File: src/rtl/mem_access_stage.sv
// MEM stage with MEM/WB pipeline register: data-memory req/ack handshake, upstream stall, branch decision.
// Optional MEM_TIMEOUT_EN build aborts a WAIT after TIMEOUT_CYCLES cycles and raises a sticky mem_err.
module mem_access_stage #(
  parameter int DATA_W         = 32,
  parameter int REG_ADDR_W     = 5,
  parameter int TIMEOUT_CYCLES = 16
) (
  input  logic                  clk,
  input  logic                  reset,
  input  logic [DATA_W-1:0]     ALUResultin,
  input  logic [DATA_W-1:0]     RtDatain,
  input  logic [REG_ADDR_W-1:0] regwriteAddressin,
  input  logic [DATA_W-1:0]     BranchAddressin,
  input  logic                  ZeroFlagin,
  input  logic                  Branchin,
  input  logic                  MemtoRegin,
  input  logic                  RegWritein,
  input  logic                  MemReadin,
  input  logic                  MemWritein,
  output logic                  dmem_req,
  output logic                  dmem_we,
  output logic [DATA_W-1:0]     dmem_addr,
  output logic [DATA_W-1:0]     dmem_wdata,
  input  logic                  dmem_ack,
  input  logic [DATA_W-1:0]     dmem_rdata,
  output logic                  stall,
  output logic                  pcSrc,
  output logic [DATA_W-1:0]     BranchAddress,
  output logic [DATA_W-1:0]     ReadData,
  output logic [DATA_W-1:0]     ALUResult,
  output logic [REG_ADDR_W-1:0] regwriteAddress,
  output logic                  MemtoReg,
  output logic                  RegWrite,
  output logic                  mem_err
);

  typedef enum logic [1:0] {
    S_IDLE = 2'd0,
    S_WAIT = 2'd1,
    S_DONE = 2'd2
  } state_t;

  localparam logic [DATA_W-1:0]     ZERO_D       = {DATA_W{1'b0}};
  localparam logic [REG_ADDR_W-1:0] ZERO_R       = {REG_ADDR_W{1'b0}};
  localparam logic [DATA_W-1:0]     TIMEOUT_DATA = DATA_W'(32'hDEADBEEF);

  state_t                  state_q, state_d;
  logic                    dmem_req_q, dmem_req_d;
  logic                    dmem_we_q, dmem_we_d;
  logic [DATA_W-1:0]       dmem_addr_q, dmem_addr_d;
  logic [DATA_W-1:0]       dmem_wdata_q, dmem_wdata_d;
  logic [DATA_W-1:0]       hold_q, hold_d;
  logic [DATA_W-1:0]       read_data_q, read_data_d;
  logic [DATA_W-1:0]       alu_result_q, alu_result_d;
  logic [REG_ADDR_W-1:0]   wb_addr_q, wb_addr_d;
  logic                    mem_to_reg_q, mem_to_reg_d;
  logic                    reg_write_q, reg_write_d;
  logic                    memop_s;
  logic                    timeout_s;

  assign memop_s = MemReadin | MemWritein;

`ifdef MEM_TIMEOUT_EN
  logic [7:0] wait_cnt_q, wait_cnt_d;
  logic       mem_err_q, mem_err_d;

  // Wait counter: zero outside WAIT, counts ack-less WAIT cycles, flags the abort cycle.
  always_comb begin
    wait_cnt_d = wait_cnt_q;
    timeout_s  = 1'b0;
    if (state_q == S_WAIT) begin
      if (!dmem_ack) begin
        wait_cnt_d = wait_cnt_q + 8'd1;
        if ((wait_cnt_q + 8'd1) == 8'(TIMEOUT_CYCLES)) begin
          timeout_s = 1'b1;
        end else begin
          timeout_s = 1'b0;
        end
      end else begin
        wait_cnt_d = wait_cnt_q;
      end
    end else begin
      wait_cnt_d = 8'd0;
    end
    mem_err_d = mem_err_q | timeout_s;
  end

  // Timeout counter and sticky error flag.
  always_ff @(posedge clk) begin
    if (reset) begin
      wait_cnt_q <= 8'd0;
      mem_err_q  <= 1'b0;
    end else begin
      wait_cnt_q <= wait_cnt_d;
      mem_err_q  <= mem_err_d;
    end
  end

  assign mem_err = mem_err_q;
`else
  logic unused_cfg_s;

  assign timeout_s    = 1'b0;
  assign mem_err      = 1'b0;
  assign unused_cfg_s = ^8'(TIMEOUT_CYCLES);
`endif

  // State register plus all registered memory-port and MEM/WB fields.
  always_ff @(posedge clk) begin
    if (reset) begin
      state_q      <= S_IDLE;
      dmem_req_q   <= 1'b0;
      dmem_we_q    <= 1'b0;
      dmem_addr_q  <= ZERO_D;
      dmem_wdata_q <= ZERO_D;
      hold_q       <= ZERO_D;
      read_data_q  <= ZERO_D;
      alu_result_q <= ZERO_D;
      wb_addr_q    <= ZERO_R;
      mem_to_reg_q <= 1'b0;
      reg_write_q  <= 1'b0;
    end else begin
      state_q      <= state_d;
      dmem_req_q   <= dmem_req_d;
      dmem_we_q    <= dmem_we_d;
      dmem_addr_q  <= dmem_addr_d;
      dmem_wdata_q <= dmem_wdata_d;
      hold_q       <= hold_d;
      read_data_q  <= read_data_d;
      alu_result_q <= alu_result_d;
      wb_addr_q    <= wb_addr_d;
      mem_to_reg_q <= mem_to_reg_d;
      reg_write_q  <= reg_write_d;
    end
  end

  // Next-state logic; DONE always returns to IDLE so a held memop cannot re-issue.
  always_comb begin
    state_d = state_q;
    case (state_q)
      S_IDLE: begin
        if (memop_s) begin
          state_d = S_WAIT;
        end else begin
          state_d = S_IDLE;
        end
      end
      S_WAIT: begin
        if (dmem_ack || timeout_s) begin
          state_d = S_DONE;
        end else begin
          state_d = S_WAIT;
        end
      end
      S_DONE:  state_d = S_IDLE;
      default: state_d = S_IDLE;
    endcase
  end

  // Output/datapath logic: stall, memory request and MEM/WB loading per state.
  always_comb begin
    stall        = 1'b0;
    dmem_req_d   = dmem_req_q;
    dmem_we_d    = dmem_we_q;
    dmem_addr_d  = dmem_addr_q;
    dmem_wdata_d = dmem_wdata_q;
    hold_d       = hold_q;
    read_data_d  = read_data_q;
    alu_result_d = alu_result_q;
    wb_addr_d    = wb_addr_q;
    mem_to_reg_d = mem_to_reg_q;
    reg_write_d  = reg_write_q;
    case (state_q)
      S_IDLE: begin
        if (memop_s) begin
          stall        = 1'b1;
          dmem_req_d   = 1'b1;
          dmem_we_d    = MemWritein;
          dmem_addr_d  = ALUResultin;
          dmem_wdata_d = RtDatain;
          read_data_d  = ZERO_D;
          alu_result_d = ZERO_D;
          wb_addr_d    = ZERO_R;
          mem_to_reg_d = 1'b0;
          reg_write_d  = 1'b0;
        end else begin
          stall        = 1'b0;
          read_data_d  = ZERO_D;
          alu_result_d = ALUResultin;
          wb_addr_d    = regwriteAddressin;
          mem_to_reg_d = MemtoRegin;
          reg_write_d  = RegWritein;
        end
      end
      S_WAIT: begin
        stall = 1'b1;
        if (dmem_ack) begin
          dmem_req_d = 1'b0;
          hold_d     = dmem_we_q ? ZERO_D : dmem_rdata;
        end else if (timeout_s) begin
          dmem_req_d = 1'b0;
          hold_d     = TIMEOUT_DATA;
        end else begin
          dmem_req_d = dmem_req_q;
          hold_d     = hold_q;
        end
      end
      S_DONE: begin
        stall        = 1'b0;
        read_data_d  = hold_q;
        alu_result_d = ALUResultin;
        wb_addr_d    = regwriteAddressin;
        mem_to_reg_d = MemtoRegin;
        reg_write_d  = RegWritein;
      end
      default: begin
        stall      = 1'b0;
        dmem_req_d = 1'b0;
      end
    endcase
  end

  assign dmem_req        = dmem_req_q;
  assign dmem_we         = dmem_we_q;
  assign dmem_addr       = dmem_addr_q;
  assign dmem_wdata      = dmem_wdata_q;
  assign ReadData        = read_data_q;
  assign ALUResult       = alu_result_q;
  assign regwriteAddress = wb_addr_q;
  assign MemtoReg        = mem_to_reg_q;
  assign RegWrite        = reg_write_q;
  assign pcSrc           = Branchin & ZeroFlagin;
  assign BranchAddress   = BranchAddressin;

endmodule

File: config.mk
export PLATFORM = sky130hd
export DESIGN_NAME = mem_access_stage
export DESIGN_NICKNAME = d
export VERILOG_FILES = /design/src/rtl/mem_access_stage.sv
export SDC_FILE = /design/constraint.sdc
export NUM_CORES = 1
export LEC_CHECK = 0
export CAP_MARGIN = 20
export CORE_ASPECT_RATIO = 0.8
export CORE_MARGIN = 2
export CORE_UTILIZATION = 39
export CTS_BUF_LIST = sky130_fd_sc_hd__clkbuf_8
export CTS_CLUSTER_SIZE = 28
export DETAILED_ROUTE_END_ITERATION = 8
export GPL_TIMING_DRIVEN = 1
export PLACE_DENSITY_LB_ADDON = 0.1
export RECOVER_POWER = 25
export SLEW_MARGIN = 30
export SYNTH_ARGS = -nofsm -noshare
export SYNTH_HDL_FRONTEND = slang
export SYNTH_SLANG_ARGS = --single-unit
File: constraint.sdc
create_clock -name clk -period 1.18 [get_ports clk]
set_input_delay 0.177 -clock clk [delete_from_list [all_inputs] [get_ports clk]]
set_output_delay 0.177 -clock clk [all_outputs]
set_load 0.01 [all_outputs]
==> flow_summary.yaml, run 1 <==
power:
  p_per_area_nw_per_um2: 1390
  p_leak_nw: 4.27
  ir_worst_vdd_uv: 963
  p_total_mw: 13.6
synth:
  avgSynthCellArea_um2: 9.23
  yosysWarnings: 0
  ys_ff_latch: 171
  ys_seq_area_share_pct: 50.0
  async_flop_share_pct: 0
  synth_edf_count: 0
  netlist_area_um2: 6850
  yosysUniqueCellTypes: 23
  synth_top_flop_cell: "dfxtp_1"
  syn_nets: 884
  synthCells: 742
cts:
  clock_sinks: 171
  clk_path_buf_depth: 2
  worstSkewPairLatency_ns: 0.45
  cts_tree: "done"
  numCtsBuffers: 17
  root_buffer: "clkbuf_8"
  clk_pin_slew_worst_paths_ns: 0.09
  cts_max_level: 4
timing:
  max_freq_mhz: 714
  slew_violations: 0
  final_hold_viol_count: 0
  fin_crit_sh_pct: 119
  setup_ws_ns: -0.221
  rsz0062_at_grt: "true"
  setup_viol: 168
  setup-tns-final_ns: -22.33
  whs_ns: 0.267
  relSlewSlack_pct: 63.2
  worst_clock_skew_ns: 0.0121
  min_period_ns: 1.40
  worst_slew_pin_slew_ns: 0.553
routing:
  met1_length_mm: 8.81
  wl_met2_mm: 9.96
  drt_iter0_markers: 244
  wl_per_cell_um: 17.0
  viasPerCell: 4.84
  ant_nets: 0
  met3_length_mm: 1.23
  dr.pass1.iters: 4
  routed_wl_mm: 20.5
  vias: 5827
  dr.max_layer_used: "met4"
  drc: 0
floorplan:
  die_w_um: 152
  die_area_um2: 18600
  fp.coreArea_um2: 17300
  dieHeight_um: 123
  ioPinCount: 314
  start_util_pct: 39.6
  rows: 43
critical_path:
  crit_arrival_ns: 1.77
  crit_fanout: 13
  cp_common_cell: "buf_12"
  path_class: "reg -> reg"
  cp_cell_sequence: "buf_12 -> nor3_4 -> buf_12 -> buf_12 -> mux2i_2"
  cpPeakStageDelay_ns: 0.37
  end_kind: "flop"
  cp_data_required_time_ns: 1.55
  path_delay_family: "buffers and inverters"
  cpMaxStageDelayCell: "dfxtp_4"
  startpoint_type: "flop"
  cp_num_buf_inv: 3
final_layout:
  diodes: 0
  areaGrowthSynthToFinish_pct: 43.1
  drive_gt1_share_pct: 34.7
  num-fill-cells: 1503
  final_util_pct: 56.7
  final_nets: 1110
global_route:
  grt_usage_pct: 20.9
  grt_overflow: 0
  antenna_found_initial: 0
  first_global_vias: 5670
  grt_max_degree: 62
  grt_pass1_wl_mm: 30.8
run_status:
  run_status: "complete, but fails checks"
  violations: "setup timing"
placement:
  gp_congestion: 0.812
  dp_hpwl_mm: 13.2
  port_buffers: 248
job:
  drv_cap: 0
hold_path:
  min_path_type: "in -> reg"
==> layout by cell type (no fill, tap or decap), types with 4 or more instances in the layout <==
cell             synthesis  routed
buf_4                   46      21
buf_6                    5       7
dfxtp_2                  0      95
buf_2                   27     134
bufinv_16                0       5
a21oi_1                 65      53
dfxtp_1                171      75
nand2_1                193     190
clkbuf_8                 0      19
nand3b_1                64      64
buf_12                   0      16
clkdlybuf4s50_1          0     108
mux2i_1                103     102
buf_16                   0       6
nor2_1                  42      41
clkbuf_16                0       4
a21oi_2                  0      12
==> synth_stat cells, types with 5 or more instances <==
cell type / number / area, um^2
dfxtp_1: 171 / 3420
a21oi_1: 65 / 325
clkbuf_1: 13 / 48.8
nor2_1: 42 / 158
buf_2: 27 / 135
buf_4: 46 / 345
buf_6: 5 / 56.3
nand3b_1: 64 / 480
mux2i_1: 103 / 1030
nand2_1: 193 / 724
==> worst min-delay path, cell delays in order <==
cell,delay (ns)
clkdlybuf4s50_1,0.40
nand2_1,0.06
mux2i_1,0.05
==> sequential cells by signal (all words and copies together), names as in the netlist <==
| signal | flops |
|---|---|
| dmem_req | 1 |
| state_q | 2 |
| RegWrite | 1 |
| ReadData | 32 |
| regwriteAddress | 5 |
| dmem_addr | 32 |
| dmem_wdata | 32 |
| ALUResult | 32 |
| dmem_we | 1 |
| hold_q | 32 |
| MemtoReg | 1 |
==> power breakdown <==
part / total, mW / leakage [nW] / switching, mW / internal [mW]
Sequential: 6.31 / 1.44 / 0.172 / 6.13
Clock: 4.76 / 0.233 / 2.14 / 2.62
Combinational: 2.51 / 2.59 / 1.18 / 1.33
Total: 13.6 / 4.27 / 3.49 / 10.1
==> layout make-up <==
class                   count  area (um^2)  area share [%]
clock buffers              19          262            2.67
well taps                 225          282            2.87
clock inverters            11          194            1.98
repair buffers            298         2590            26.4
flip-flops and latches    171         3550            36.2
inverters                   1         6.26          0.0638
multi-input cells         479         2920            29.8
==> through the flow <==
stage	cells	setup WS, ns	cell area, um^2
after global placement	1152	-0.432	9420
after detailed placement	1152	-0.454	9420
after floorplan	742	0.0118	6850
after CTS	1198	-0.170	9640
final	1204	-0.221	9800
after global routing	1204	-0.279	9800
==> metal layers <==
metal	vias to the layer above	track usage [%]
li1	2865	-
met5	-	0
met3	52	5.72
met2	187	34.3
met1	2723	26.5
met4	0	8.53
==> logic make-up (layout without fill, tap and decap cells) <==
group | Yosys count | after routing | share of synthesized area [%]
and+or+nand+nor | 305 | 305 | 20.7
other | 1 | 1 | 0.0548
buffers and inverters | 92 | 329 | 8.61
muxes | 103 | 103 | 15.1
AOI/OAI and AO/OA | 70 | 70 | 5.56
DFF | 171 | 171 | 50.0
==> path summary, 6_finish.rpt <==
kind | from | to | slack (ns) | cells after the start
setup / recovery | state_q[0] | dmem_addr[7] | -0.22 | 5
hold reg to reg | ReadData[10] | ReadData[10] | 0.45 | 2
setup reg to reg | state_q[0] | dmem_addr[7] | -0.22 | 5
hold / removal | RtDatain[12] | dmem_wdata[12] | 0.27 | 3
==> repair_timing <==
item	in CTS	in global routing
hold buffers	1	0
cloned	5	5
endpoints found under the hold margin	2	0
resized for setup	673	27
buffers inserted	10	2
setup endpoints to repair	290	179
pin swaps	58	21
Power figures use the tool's default switching activity.
==> run 2, diff against run 1 <==
--- a/config.mk
+++ b/config.mk
@@ -5,6 +5,7 @@
 export SDC_FILE = /design/constraint.sdc
 export NUM_CORES = 1
 export LEC_CHECK = 0
+export ABC_CLOCK_PERIOD_IN_PS = 1180
 export CAP_MARGIN = 20
 export CORE_ASPECT_RATIO = 0.8
 export CORE_MARGIN = 2
@@ -15,6 +16,7 @@
 export GPL_TIMING_DRIVEN = 1
 export PLACE_DENSITY_LB_ADDON = 0.1
 export RECOVER_POWER = 25
+export SETUP_SLACK_MARGIN = 0.3
 export SLEW_MARGIN = 30
 export SYNTH_ARGS = -nofsm -noshare
 export SYNTH_HDL_FRONTEND = slang
==> run 2 against run 1 <==
The run ends with hold timing, setup timing left; register-to-register slack got worse by 0.07 ns; fmax shrank 4.8%; worst setup slack got worse by 0.070 ns; core utilization grew 7.6 points; final area rose by 13%; combinational power rose by 24%; critical path type unchanged; critical endpoint is now hold_q[16].
==> flow_summary.yaml, run 2 (synthesized netlist as in run 1, its figures left out) <==
final_layout:
  drive_gt1_share_pct: 42.4
  layoutNonFillerInstCount: 1247
  final_cell_mix: "nand2_1 (192), buf_6 (145), dfxtp_2 (133)"
  mostFrequentLayoutCell: "nand2_1"
  final_nets: 1151
  num-fill-cells: 1457
  areaGrowthSynthToFinish_pct: 62.3
  diodes: 0
critical_path:
  crit_arrival_ns: 1.80
  crit_fanout: 8
  end_kind: "flop"
  rrSetupSlack_ns: -0.29
  cp_data_required_time_ns: 1.51
  path_class: "reg -> reg"
  startpoint_type: "flop"
  r2r_cells: 7
global_route:
  grt_usage_pct: 20.6
  first_global_vias: 5794
  grt_overflow: 0
  grt_pass1_wl_mm: 30.3
  grt_max_degree: 55
  antenna_found_initial: 0
routing:
  viasPerCell: 4.83
  drt_iter0_markers: 257
  ant_nets: 0
  vias: 6029
  wl_per_cell_um: 17.0
  drc: 0
  routed_wl_mm: 21.3
  dr.pass1.iters: 5
timing:
  final_hold_viol_count: 1
  setup_viol: 172
  setup-tns-final_ns: -35.37
  worst_slew_pin_slew_ns: 0.552
  slew_violations: 0
  max_freq_mhz: 680
  fin_crit_sh_pct: 125
  whs_ns: -0.00303
  setup_ws_ns: -0.291
  relSlewSlack_pct: 63.2
  min_period_ns: 1.47
  worst_clock_skew_ns: 0.0133
  rsz0062_at_grt: "true"
floorplan:
  fp.coreArea_um2: 17300
  rows: 43
  dieHeight_um: 123
  ioPinCount: 314
  start_util_pct: 39.6
  die_area_um2: 18600
  die_w_um: 152
power:
  ir_worst_vdd_uv: 760
  p_per_area_nw_per_um2: 1210
  p_leak_nw: 4.64
run_status:
  run_status: "complete, but fails checks"
  violations: "hold timing, setup timing"
placement:
  port_buffers: 248
  gp_congestion: 0.777
  place_inst: 1153
  place_ws_ns: -0.504
  dp_hpwl_mm: 13.5
cts:
  root_buffer: "clkbuf_8"
  clk_pin_slew_worst_paths_ns: 0.09
  worstSkewPairLatency_ns: 0.46
  clk_path_buf_depth: 2
  clock_sinks: 171
  cts_tree: "done"
  numCtsBuffers: 17
  cts_max_level: 4
hold_path:
  min_path_type: "in -> reg"
  holdPathStages: 2
job:
  drv_cap: 0
-- run 2: final cells by class --
| cell class | count | area, um^2 | share of cell area (%) |
|---|---|---|---|
| timing repair buffer | 339 | 3890 | 35.0 |
| sequential | 171 | 3600 | 32.4 |
| multi-input combinational | 479 | 2970 | 26.7 |
| tap | 225 | 282 | 2.53 |
| clock buffer | 18 | 248 | 2.23 |
| clock inverter | 14 | 119 | 1.07 |
| inverter | 1 | 6.26 | 0.0563 |
-- run 2: critical path, stage by stage (launching register included) --
cell and delay [ns]:
dfxtp_4 0.37, buf_6 0.12, buf_12 0.13, and3b_2 0.25, buf_6 0.15, buf_16 0.14, nand3b_1 0.12, a21oi_2 0.07
-- run 2: final timing paths --
path	start	endpoint
setup / recovery	state_q[0]	hold_q[16]
hold / removal	reset	state_q[0]
setup reg to reg	state_q[0]	hold_q[16]
hold reg to reg	ReadData[28]	ReadData[28]
-- run 2: where the power goes --
| group | switching, mW | internal (mW) | total [mW] |
|---|---|---|---|
| Clock | 2.22 | 1.73 | 3.95 |
| Sequential | 0.241 | 6.16 | 6.40 |
| Combinational | 1.26 | 1.85 | 3.11 |
-- run 2: what timing repair did --
item	CTS	global route
hold endpoints to repair	1	1
cloned	6	11
gates resized for setup	862	51
buffers inserted	27	18
endpoints found under the setup margin	310	310
pin swaps	27	29
-- run 2: stage by stage --
| step | utilization [%] | area (um^2) | power (mW) |
|---|---|---|---|
| finish | 64.3 | 11100 | 13.5 |
| global route | 64.3 | 11100 | 14.0 |
| CTS | 61.1 | 10600 | 13.2 |
| detailed placement | 54.6 | 9420 | 8.90 |
| global placement | 54.6 | 9420 | 8.85 |
| floorplan | - | 6970 | 7.75 |
-- run 2: metal layers --
layer  share of wire, %  vias up  track usage, %
met5                  0        -               0
met4                2.0        0            7.30
met3                5.6       46            6.99
met2                 50      174            35.0
met1                 43     2868            24.4
li1                   -     2941               -
==> patch 1 (flow settings as in run 2) <==
Build with the macro `MEM_TIMEOUT_EN` defined.
--- a/src/rtl/mem_access_stage.sv
+++ b/src/rtl/mem_access_stage.sv
@@ -1,5 +1,7 @@
 // MEM stage with MEM/WB pipeline register: data-memory req/ack handshake, upstream stall, branch decision.
 // Optional MEM_TIMEOUT_EN build aborts a WAIT after TIMEOUT_CYCLES cycles and raises a sticky mem_err.
+`define MEM_TIMEOUT_EN
+
 module mem_access_stage #(
   parameter int DATA_W         = 32,
   parameter int REG_ADDR_W     = 5,
Behaviour: same outputs for any inputs over 4 cycles, from zero or initial values and one cycle with reset high; that may be too few to reach the edited logic, so the function may still have changed.
==> patch 1 against run 2 <==
  * The run ends with negative setup slack left
  * Area after synthesis up 4.5%
  * Total power up 22%
  * Wire length up 41%
  * First-iteration DRC count up 92%
  * Hold slack better by 0.15 ns
  * Cell area up 32%
  * Worst setup slack worse by 0.43 ns
  * Sequential cell count up 9
  * Die area up 4.4%
  * Critical path type unchanged
  * Largest cell class unchanged
  * Highest routed layer unchanged
==> patch 1: results (changes against run 2) <==
* Final WL at 29900 um (+41%)
* Maximum VDD drop at 0.835 mV (+9.9%)
* Leakage power total at 0.00640 uW (+38%)
* Final #Nets at 1405 (+22%)
* Clk_lat worst skew at 0.48 ns (+0.02 ns)
* R2R Path Start: wait_cnt_q[5]
* Via density at 5.27 (+9.0%)
* Starting DRC count in detailed routing at 494 (+92%)
* RD Place Congestion at 0.779 (+0.31%)
* Failing checks: negative setup slack
* Max Clock Skew at 0.0153 ns (+0.00199 ns)
* Min-Delay Endpoint: dmem_wdata[22]
* Post-Syn Nets at 1015 (+15%)
* Post-DP HPWL at 14500 um (+7.2%)
* Number of distinct library cells after synthesis at 41 (+78%)
* Vias in the first global route at 7086 (+22%)
* RR Endpoint: hold_q[22]
* GRT Util Overall at 23.8% (+3.3 points)
* Synth top area cells: dfxtp_1, nand2_1, a21oi_1
* Worst-path clk slew at 0.10 ns
* Syn Area/Cell at 8.22 um^2 (-11%)
* Pre-CTS setup slack at -0.761 ns (-0.257 ns)
* Fill cells at 1079 (-26%)
* Synth Area in Compound Gates at 20.5% (+15 points)
* Vias post-DR at 7921 (+31%)
* Port Buf Inserts at 249 (+0.40%)
* Multiplexer share of the synthesized area at 0.280% (-15 points)
* Part of the Yosys area used for sequential elements at 50.4% (+0.36 points)
* Global-route wire length before repair at 37000 um (+22%)
* Final setup viols at 165 (-4.1%)
* Most common library cells after synthesis: dfxtp_1, nand2_1, nor2_1, a21oi_1, clkbuf_1
* Hold depth at 3 (+1)
* Largest net degree at the start of global routing at 60 (+9.1%)
* Cells after DPL at 1300 (+13%)
* Setup ws final at -0.725 ns (-0.434 ns)
* Switching power total at 5220 uW (+41%)
* Layout cell share with drive strength beyond 1 at 67.8% (+25 points)
* Outcome: complete, but fails checks
* Clock Path Buffers at 2 (unchanged)
* Post-Synth Adder-Cell Area at 0.350% (+0.35 points)
* Reg2Reg Depth at 7 (unchanged)
* Actual slew at the worst max-slew pin at 0.451 ns (-0.101 ns)
* Placed cell area at 0.0103 mm^2 (+8.9%)
* Synth Area in XOR/XNOR at 0.734% (+0.73 points)
* CP Max Fanout at 5 (-3)
patch 1: changes by cell type after synthesis, sizes merged, moves of 25 or more:
cell	before	now
nand3b	65	0
nor2	43	129
buf	78	47
a21oi	65	100
a22oi	0	48
nand2b	0	27
nand2	193	167
mux2i	103	2
a31oi	0	25
clkbuf	13	54
patch 1: worst max path at each step:
stage | to | depth (start not counted)
after global routing | hold_q[29] | 7
final | hold_q[22] | 7
after global placement | hold_q[14] | 5
after CTS | hold_q[22] | 5
after detailed placement | hold_q[22] | 5
after floorplan | hold_q[14] | 6
patch 1: per-layer routing:
layer / part of all wire, % / vias up / track usage, %
met5: 0 / - / 0
met4: 2.5 / 0 / 7.23
met3: 5.8 / 75 / 7.49
met2: 51 / 278 / 40.1
met1: 40 / 3841 / 29.3
li1: - / 3727 / -
patch 1: worst max-delay path: stages (launching register included):
cell and delay [ns]:
dfxtp_2 0.33, buf_4 0.15, and3_4 0.21, nand3_4 0.09
xnor2_2 0.15, buf_4 0.15, or4_4 0.53, a41o_1 0.20
patch 1: metrics by stage:
stage	total power [uW]	util, %	hold slack [ns]	TNS, ns
final	16400	81.0	0.151	-63.58
after global routing	16900	81.0	0.151	-71.79
after CTS	14600	66.9	0.117	-42.27
after detailed placement	9630	56.8	0.354	-73.35
after global placement	9600	56.8	0.354	-71.12
after floorplan	8500	-	0.311	-23.79
patch 1: what timing repair did:
item	4_1_cts	5_1_grt
endpoints found under the setup margin	320	319
resized for setup	949	363
cloned	12	25
setup buffers	60	75
pin swaps	48	160
patch 1: cell type report:
cell class,count,area (um^2),share of cell area [%]
inverters,2,7.51,0.0513
multi-input cells,588,4720,32.3
repair buffers,472,5400,36.9
flip-flops and latches,180,3840,26.3
clock buffers,18,248,1.69
well taps,230,288,1.97
clock inverters,13,111,0.761
patch 1: cells by family after synthesis:
| kind of cell | Yosys count |
|---|---|
| fa+ha+maj | 2 |
| simple gates | 344 |
| mux | 2 |
| xor+xnor | 6 |
| buf+inv | 105 |
| compound gates | 232 |
| flops | 180 |
patch 1: power groups by stage:
stage                     Clock [uW]  Combinational (uW)  Sequential (uW)
after floorplan                    0                1610             6880
after global placement             0                2830             6770
after detailed placement           0                2850             6780
after CTS                       4120                3730             6750
after global routing            4400                5690             6850
final                           4100                5440             6810
==> patch 2 (config.mk and constraints of run 2) <==
Made on the original files. The 3 states of `state_t` get a one-hot encoding in 3 bits.
--- a/src/rtl/mem_access_stage.sv
+++ b/src/rtl/mem_access_stage.sv
@@ -34,10 +34,10 @@
   output logic                  mem_err
 );
 
-  typedef enum logic [1:0] {
-    S_IDLE = 2'd0,
-    S_WAIT = 2'd1,
-    S_DONE = 2'd2
+  typedef enum logic [2:0] {
+    S_IDLE = 3'b001,
+    S_WAIT = 3'b010,
+    S_DONE = 3'b100
   } state_t;
 
   localparam logic [DATA_W-1:0]     ZERO_D       = {DATA_W{1'b0}};
Check against the original RTL: same outputs for any inputs over 4 cycles, from zero or initial values and one cycle with reset high; so few cycles prove little.
==> patch 2 against run 2 <==
  * The run ends with negative setup slack left
  * Die area shrank 7.0%
  * Worst setup slack lost 0.21 ns
  * Sequential power is essentially flat
  * Cell area is 7.6% higher
  * Total power is 7.4% higher
  * Area after synthesis shrank 7.2%
  * Largest cell class unchanged
  * Sequential cell count increased by 1
  * Wire length is 17% higher
==> patch 2: results (changes against run 2) <==
* Outcome: complete, but fails checks
* Failing checks: negative setup slack
* Synth top area cells: dfxtp_1, a22o_1, a21oi_1
* DR WL/cell at 20.7 um (+22%)
* Hold depth at 3 (+1)
* RD Place Congestion at 0.838 (+7.9%)
* Vias in the first global route at 5940 (+2.5%)
* Setup_tns at -69.58 ns (-34.21 ns)
* Max Clock Skew at 0.0127 ns (-0.000556 ns)
* GRT Util Overall at 22.9% (+2.3 points)
* Final #Nets at 1114 (-3.2%)
* Setup ws final at -0.496 ns (-0.205 ns)
* Starting DRC count in detailed routing at 327 (+27%)
* Final setup viols at 172 (unchanged)
* Via density at 5.36 (+11%)
* Post-DP HPWL at 13200 um (-2.2%)
* Initial antenna violation count at 0 (unchanged)
* Largest net degree at the start of global routing at 43 (-22%)
* Leakage power total at 0.00457 uW (-1.5%)
* Maximum VDD drop at 0.793 mV (+4.5%)
* Global-route wire length before repair at 31500 um (+3.8%)
* Fill cells at 1022 (-30%)
* Number of distinct library cells after synthesis at 28 (+22%)
* Post-Syn Nets at 802 (-9.3%)
* Most common library cells after synthesis: dfxtp_1, a21oi_1, a22o_1, o21ai_0, nand3b_1
* Post-cts sizing count at 852 (-1.2%)
* Reg2Reg Depth at 4 (-3)
* CP Max Fanout at 39 (+31)
* Actual slew at the worst max-slew pin at 0.508 ns (-0.0440 ns)
* Part of the Yosys area used for sequential elements at 54.2% (+4.2 points)
* Storage element area at 0.00367 mm^2 (+1.8%)
* Layout cell share with drive strength beyond 1 at 60.9% (+19 points)
* Post-CTS Setup Inserts at 17 (-37%)
patch 2: final timing paths:
path         slack (ns)  startpoint      endpoint
max               -0.50  state_q[0]  ALUResult[8]
min                0.14       reset    state_q[2]
max reg2reg       -0.50  state_q[0]  ALUResult[8]
min reg2reg        0.46  hold_q[28]  ReadData[28]
patch 2: critical path, cell delays in order, from the launching register on:
cell and delay [ns]:
dfxtp_2 0.41, or4b_1 0.50, a211oi_4 0.26, buf_12 0.24, a22o_1 0.17
patch 2: final cells by class:
type | instances | share of cell area (%)
clock inverters | 13 | 0.973
flip-flops and latches | 172 | 30.7
repair buffers | 390 | 36.4
multi-input cells | 390 | 27.5
inverters | 1 | 0.0314
clock buffers | 19 | 2.19
well taps | 215 | 2.25
patch 2: metrics by stage:
stage	instance area [um^2]	setup slack [ns]	instances	utilization, %
global placement	9170	-0.707	1068	57.8
global route	12000	-0.540	1200	75.5
detailed placement	9170	-0.753	1068	57.8
CTS	10100	-0.458	1120	63.9
floorplan	6540	-0.376	660	-
finish	12000	-0.496	1200	75.5
patch 2: layer usage:
layer  vias up  GRT usage, %  share of wire [%]
met2       245          37.4                 48
met4         0          9.65                2.8
met5         -             0                  0
met1      3127          28.3                 42
met3        71          6.53                7.1
li1       2985             -                  -
patch 2: cells by family after synthesis:
family / after synthesis / share of synthesized area [%]
other cells: 1 / 0.0590
simple gates: 147 / 14.0
compound gates: 240 / 23.4
buf+inv: 100 / 8.31
flops: 172 / 54.2
patch 2: power by group:
| part | switching, uW | leakage, uW | internal, uW |
|---|---|---|---|
| Clock | 2250 | 0.000182 | 1780 |
| Combinational | 1860 | 0.00293 | 2180 |
| Sequential | 246 | 0.00146 | 6130 |
